### config.mk
export PLATFORM = sky130hd
export DESIGN_NAME = fpu_regfile_sb
export DESIGN_NICKNAME = d
export VERILOG_FILES = /design/src/rtl/fpu_regfile_sb.sv
export SDC_FILE = /design/constraint.sdc
export NUM_CORES = 2
export LEC_CHECK = 0
export BUFFER_PORTS_ARGS = -buffer_cell sky130_fd_sc_hd__buf_4
export CAP_MARGIN = 20
export CORE_MARGIN = 2
export CORE_UTILIZATION = 35
export CTS_CLUSTER_DIAMETER = 30
export DETAILED_ROUTE_END_ITERATION = 10
export SYNTH_ARGS = -nofsm -noshare
export SYNTH_HDL_FRONTEND = slang
export SYNTH_SLANG_ARGS = --single-unit
### constraint.sdc
create_clock -name clk -period 5.9 [get_ports clk]
set_input_delay 1.18 -clock clk [delete_from_list [all_inputs] [get_ports clk]]
set_output_delay 1.18 -clock clk [all_outputs]
set_load 0.05 [all_outputs]
### src/rtl/fpu_regfile_sb.sv
// FPU register file: two write ports, two read ports, per-half scoreboard, write bypass, sweep clear.
// Latency: reads are combinational with 0-cycle bypass; array writes land on the next rising edge.
// Backpressure: ready=0 for NREG cycles while clearing; writes and marks are dropped during that time.

module fpu_regfile_sb #(
  parameter  int NREG = 16,
  parameter  int SW   = 32,
  localparam int AW   = $clog2(NREG),
  localparam int DW   = 2 * SW
) (
  input  logic          clk,
  input  logic          rst_n,
  input  logic [AW-1:0] ra1,
  input  logic [AW-1:0] ra2,
  input  logic          h1,
  input  logic          h2,
  input  logic          sod_r,
  output logic [DW-1:0] rd1,
  output logic [DW-1:0] rd2,
  output logic          busy1,
  output logic          busy2,
  input  logic          we0,
  input  logic [AW-1:0] wa0,
  input  logic          h0,
  input  logic          sod0,
  input  logic [DW-1:0] wd0,
  input  logic          we1,
  input  logic [AW-1:0] wa1,
  input  logic          hw1,
  input  logic          sod1,
  input  logic [DW-1:0] wd1,
  input  logic          mark_en,
  input  logic [AW-1:0] mark_a,
  input  logic          mark_h,
  input  logic          mark_sod,
  input  logic          clr_req,
  output logic          ready
);

  typedef enum logic {S_IDLE, S_CLEAR} state_t;

  state_t          r_state, w_state_nxt;
  logic [AW-1:0]   r_idx, w_idx_nxt;
  logic [SW-1:0]   r_rf_lo [NREG];
  logic [SW-1:0]   r_rf_hi [NREG];
  logic [NREG-1:0] r_pend_lo, r_pend_hi;

  logic            w_ready;
  logic            w_we0_lo, w_we0_hi, w_we1_lo, w_we1_hi;
  logic            w_mk_lo, w_mk_hi;
  logic [SW-1:0]   w_wd0_hi, w_wd1_hi;
  logic [NREG-1:0] w_clr_lo, w_clr_hi, w_set_lo, w_set_hi;

  // Everything that changes state is gated by ready, so the sweep owns the array alone.
  assign w_ready  = (r_state == S_IDLE);
  assign w_we0_lo = w_ready & we0 & (sod0 | ~h0);
  assign w_we0_hi = w_ready & we0 & (sod0 | h0);
  assign w_we1_lo = w_ready & we1 & (sod1 | ~hw1);
  assign w_we1_hi = w_ready & we1 & (sod1 | hw1);
  assign w_mk_lo  = w_ready & mark_en & (mark_sod | ~mark_h);
  assign w_mk_hi  = w_ready & mark_en & (mark_sod | mark_h);

  // A single always arrives in the low word; a double carries its own upper word.
  assign w_wd0_hi = sod0 ? wd0[DW-1:SW] : wd0[SW-1:0];
  assign w_wd1_hi = sod1 ? wd1[DW-1:SW] : wd1[SW-1:0];

  assign w_clr_lo = w_we1_lo ? (NREG'(1) << wa1)    : '0;
  assign w_clr_hi = w_we1_hi ? (NREG'(1) << wa1)    : '0;
  assign w_set_lo = w_mk_lo  ? (NREG'(1) << mark_a) : '0;
  assign w_set_hi = w_mk_hi  ? (NREG'(1) << mark_a) : '0;

  // FSM state register; reset starts a clear sweep from entry 0.
  always_ff @(posedge clk or negedge rst_n) begin
    if (!rst_n) begin
      r_state <= S_CLEAR;
      r_idx   <= '0;
    end else begin
      r_state <= w_state_nxt;
      r_idx   <= w_idx_nxt;
    end
  end

  // Next-state: clr_req only honoured when idle; sweep walks idx 0..NREG-1 once.
  always_comb begin
    w_state_nxt = r_state;
    w_idx_nxt   = r_idx;
    case (r_state)
      S_IDLE: begin
        if (clr_req) begin
          w_state_nxt = S_CLEAR;
          w_idx_nxt   = '0;
        end
      end
      S_CLEAR: begin
        w_idx_nxt = r_idx + 1'b1;
        if (r_idx == AW'(NREG - 1)) begin
          w_state_nxt = S_IDLE;
          w_idx_nxt   = '0;
        end
      end
      default: begin
        w_state_nxt = S_CLEAR;
        w_idx_nxt   = '0;
      end
    endcase
  end

  // Array update: sweep zeroes one entry per cycle; otherwise port 1 lands after port 0 and wins overlaps.
  always_ff @(posedge clk) begin
    if (r_state == S_CLEAR) begin
      r_rf_lo[r_idx] <= '0;
      r_rf_hi[r_idx] <= '0;
    end else begin
      if (w_we0_lo) r_rf_lo[wa0] <= wd0[SW-1:0];
      if (w_we0_hi) r_rf_hi[wa0] <= w_wd0_hi;
      if (w_we1_lo) r_rf_lo[wa1] <= wd1[SW-1:0];
      if (w_we1_hi) r_rf_hi[wa1] <= w_wd1_hi;
    end
  end

  // Scoreboard: clear request wipes it; otherwise port-1 retire clears and a new mark overrides.
  always_ff @(posedge clk or negedge rst_n) begin
    if (!rst_n) begin
      r_pend_lo <= '0;
      r_pend_hi <= '0;
    end else if (w_ready && clr_req) begin
      r_pend_lo <= '0;
      r_pend_hi <= '0;
    end else begin
      r_pend_lo <= (r_pend_lo & ~w_clr_lo) | w_set_lo;
      r_pend_hi <= (r_pend_hi & ~w_clr_hi) | w_set_hi;
    end
  end

  logic [AW-1:0] w_ra  [2];
  logic          w_h   [2];
  logic [SW-1:0] w_lo  [2];
  logic [SW-1:0] w_hi  [2];
  logic [DW-1:0] w_rd  [2];
  logic          w_bsy [2];

  assign w_ra[0] = ra1;
  assign w_ra[1] = ra2;
  assign w_h[0]  = h1;
  assign w_h[1]  = h2;

  // Read ports: per-half bypass from same-cycle writes (port 1 priority), then precision formatting.
  always_comb begin
    for (int p = 0; p < 2; p++) begin
      w_lo[p] = r_rf_lo[w_ra[p]];
      w_hi[p] = r_rf_hi[w_ra[p]];
      if (w_we0_lo && wa0 == w_ra[p]) w_lo[p] = wd0[SW-1:0];
      if (w_we0_hi && wa0 == w_ra[p]) w_hi[p] = w_wd0_hi;
      if (w_we1_lo && wa1 == w_ra[p]) w_lo[p] = wd1[SW-1:0];
      if (w_we1_hi && wa1 == w_ra[p]) w_hi[p] = w_wd1_hi;
      if (sod_r) begin
        w_rd[p]  = {w_hi[p], w_lo[p]};
        w_bsy[p] = r_pend_lo[w_ra[p]] | r_pend_hi[w_ra[p]];
      end else begin
        w_rd[p]  = {{SW{1'b0}}, (w_h[p] ? w_hi[p] : w_lo[p])};
        w_bsy[p] = w_h[p] ? r_pend_hi[w_ra[p]] : r_pend_lo[w_ra[p]];
      end
    end
  end

  assign rd1   = w_rd[0];
  assign rd2   = w_rd[1];
  assign busy1 = w_ready & w_bsy[0];
  assign busy2 = w_ready & w_bsy[1];
  assign ready = w_ready;

endmodule

==> flow_metrics.tcl <==
set metrics [dict create \
    outcome "finished, final reports clean" \
    synthToLayoutAreaGrowth_pct 22.9 \
    cts-hold-fix-buffers 0 \
    avgSynthCellArea_sq_um 11.4 \
    gp_congestion 0.976 \
    cp-end-kind "output pin" \
    syn_inst 5830 \
    synth_warnings 0 \
    ys_seq_area_share_pct 47.6 \
    cts_root_buffer "clkbuf_16" \
    fin_hold_ws_ps 266 \
    fin_nets 6209 \
    wl_met2_mm 132 \
    setup_ws_ps 15.4 \
    hold_class "primary input to async pin" \
    rsz0062_at_grt "false" \
    finalCritPeriodShare_pct 99.7 \
    grt_pass1_wl_mm 423 \
    post_dp_cell_area_sq_um 72900 \
    finalClockSkew_ps 71.1 \
    drcViolationCount 0 \
    synth_top_area_share_pct 46.2 \
    cts_tree "built" \
    intPower_mw 22.5 \
    die_area_sq_um 194000 \
    switching_share_pct 31.7 \
    wl_per_cell_um 35.1 \
    drv_slew 0 \
    instances_no_fill 8761 \
    grt_use_total_pct 31.0 \
    initial_core_util_pct 35.1 \
    worstPathArrival_ps 4700 \
    power.density_nw_per_um2 402 \
    cts-htree-levels 5 \
    r2r_slack_ps 1300 \
    rr_worst_depth 6 \
    io_buffer_count 293 \
    r2r-end "r_rf_hi[12][17]" \
    drt_iter0_markers 9853 \
    regArea_sq_um 31700 \
    synth_area_sq_um 66600 \
    met3_length_mm 45.9 \
    vias_per_cell 6.65 \
    ir_drop_uv 279 \
    hpwl_mm 189 \
    synth_top_area_cell "edfxtp_1" \
    fin_total_pwr_mw 32.9 \
    slowest_stage "dfstp_2" \
    power.leakage_nw 27.6 \
    cp.required_ps 4720 \
    cap_violations 0 \
    path_delay_family "flip-flops" \
    combinationalPowerShare_pct 23.5 \
    first_pass_iters 7 \
    synth.most_common_cell "o21ai_0" \
    period_needed_ps 5880 \
    worst_pin_slew_ps 1290 \
    vias 58250 \
    syn_nets 5994 \
    ys_ff_latch 1061 \
    crit_top_cell "buf_4" \
    path_clk_slew_ps 40 \
    finalSetupViolCount 0 \
    antenna_found_initial 20 \
    crit_path_cell_trace "nor2b_4 > o21a_2 > buf_4 > a21boi_0 > o22ai_1 > buf_4 > nor2_1 > buf_4" \
    yosys-top-cells-count "1,155 x o21ai_0, 1,075 x nand2_1, 1,024 x edfxtp_1, 594 x mux4_2, 539 x clkbuf_1" \
    hold_viol_final 0 \
    max_clock_freq_ghz 0.170 \
    synth-async-reset-ratio_pct 3.49 \
    numPlacedInstances 8261 \
    multi_input_area_sq_um 32500 \
    core-area_sq_um 190000 \
    grt_pass1_vias 55314 \
    row_count 160 \
    clk_path_buf_depth 4 \
    slowest_delay_ps 1010 \
    highest_layer "met5" \
    cp-start-kind "flip-flop" \
    dieWidth_um 440 \
    io_pins 294 \
    power_frac_clock_pct 44.1 \
    die_h_um 440 \
    r2r-start "r_state" \
    ant_nets 0 \
    yosys-top-cells-area "edfxtp_1 46%, mux4_2 20%, o21ai_0 8.7%, nand2_1 6.1%, clkbuf_1 3.0%" \
    maxSlewHeadroom_pct 13.7 \
    grt_max_degree 102 \
    synth-main-ff-cell "edfxtp_1" \
    fill_cells 17197 \
    cp_max_fo 17 \
    p_sw_mw 10.4 \
    drive_above_1_share_pct 28.3 \
    cts.sinks 1061 \
    pre_cts_ws_ps 23.1 \
    crit_buf_inv 3 \
    worstSkewPairLatency_ps 930 \
    cts_buffers 274 \
    finalInstanceArea_sq_um 81900 \
    p_seq_share_pct 32.4 \
    synth_edf_count 1024 \
    worstSetupPathType "flip-flop to output pin" \
    grt_remaining_overflow 0 \
    drt-met1-wl_mm 101 \
    synth_cell_types 77 \
    routed_wl_mm 308 \
]
## cells by family (layout without fill, tap and decap cells)
family          after synthesis  after routing  synth area share (%)
flops                      1061           1061                  47.6
compound gates             1683           1683                  14.9
mux                         796            796                  23.2
fa+ha+maj                     1              1                0.0188
simple gates               1529           1529                  9.39
buf+inv                     743           1151                  4.74
xor+xnor                     17             17                 0.224
other cells                   0             12                     0
## worst max-delay path by stage
stage | slack [ps] | end | start | cells past startpoint
finish | 20 | rd1[51] | r_state | 8
global route | 120 | rd2[29] | ra2[3] | 9
CTS | 6 | rd2[25] | ra2[0] | 9
detailed placement | 20 | rd2[25] | ra2[0] | 9
global placement | -0.1 | rd2[25] | ra2[0] | 9
floorplan | 530 | rd1[1] | ra1[0] | 8
## power by group through the flow
stage	clock network, mW	registers [mW]	logic, mW
CTS	14.5	10.6	7.42
global placement	0	10.6	7.33
detailed placement	0	10.7	7.40
global route	14.9	10.8	7.81
floorplan	0	10.5	4.14
finish	14.5	10.7	7.73
## flip-flops by register name (all words and copies together), names as in the netlist
name	flops
r_pend_lo	16
r_rf_lo	512
r_pend_hi	16
r_idx	4
r_rf_hi	512
r_state	1
## cell usage in the layout, fill, tap and decap left out, types with 34 or more instances in the layout
cell and count:
buf_4 580, clkbuf_16 282, clkinv_1 43, and3_1 38, o211ai_1 109, a22oi_1 77, nor3_1 98, clkbuf_1 40
mux2i_1 178, nand2_1 1063, nor2_1 165, a211oi_1 64, nand3_1 63, edfxtp_1 1024, o21ai_4 34, dfrtp_1 36
o21ai_0 1123, buf_12 53, mux4_2 594
## area by class of cell
cell class              instances  area share [%]
repair buffers                648            6.85
multi-input cells            4026            39.7
clock buffers                 324            8.84
clock inverters               145            1.91
diodes                         12          0.0367
flip-flops and latches       1061            38.7
inverters                      34           0.160
well taps                    2511            3.84
## timing repair
item | 4_1_cts | 5_1_grt
setup endpoints to repair | 0 | 1
gates resized for setup | 0 | 1
buffers inserted | 0 | 0
## layer usage
layer / GRT usage [%] / up-vias
li1: - / 23067
met1: 36.9 / 28521
met2: 45.4 / 5259
met3: 11.3 / 1383
met4: 24.1 / 20
met5: 0.0993 / -
## stage by stage
step / TNS, ps / util, %
2_1_floorplan: 0 / -
3_3_place_gp: -0.125 / 38.4
3_5_place_dp: 0 / 38.4
4_1_cts: 0 / 43.1
5_1_grt: 0 / 43.2
6_report: 0 / 43.2
Note: power is estimated with default switching activity, not from simulation.
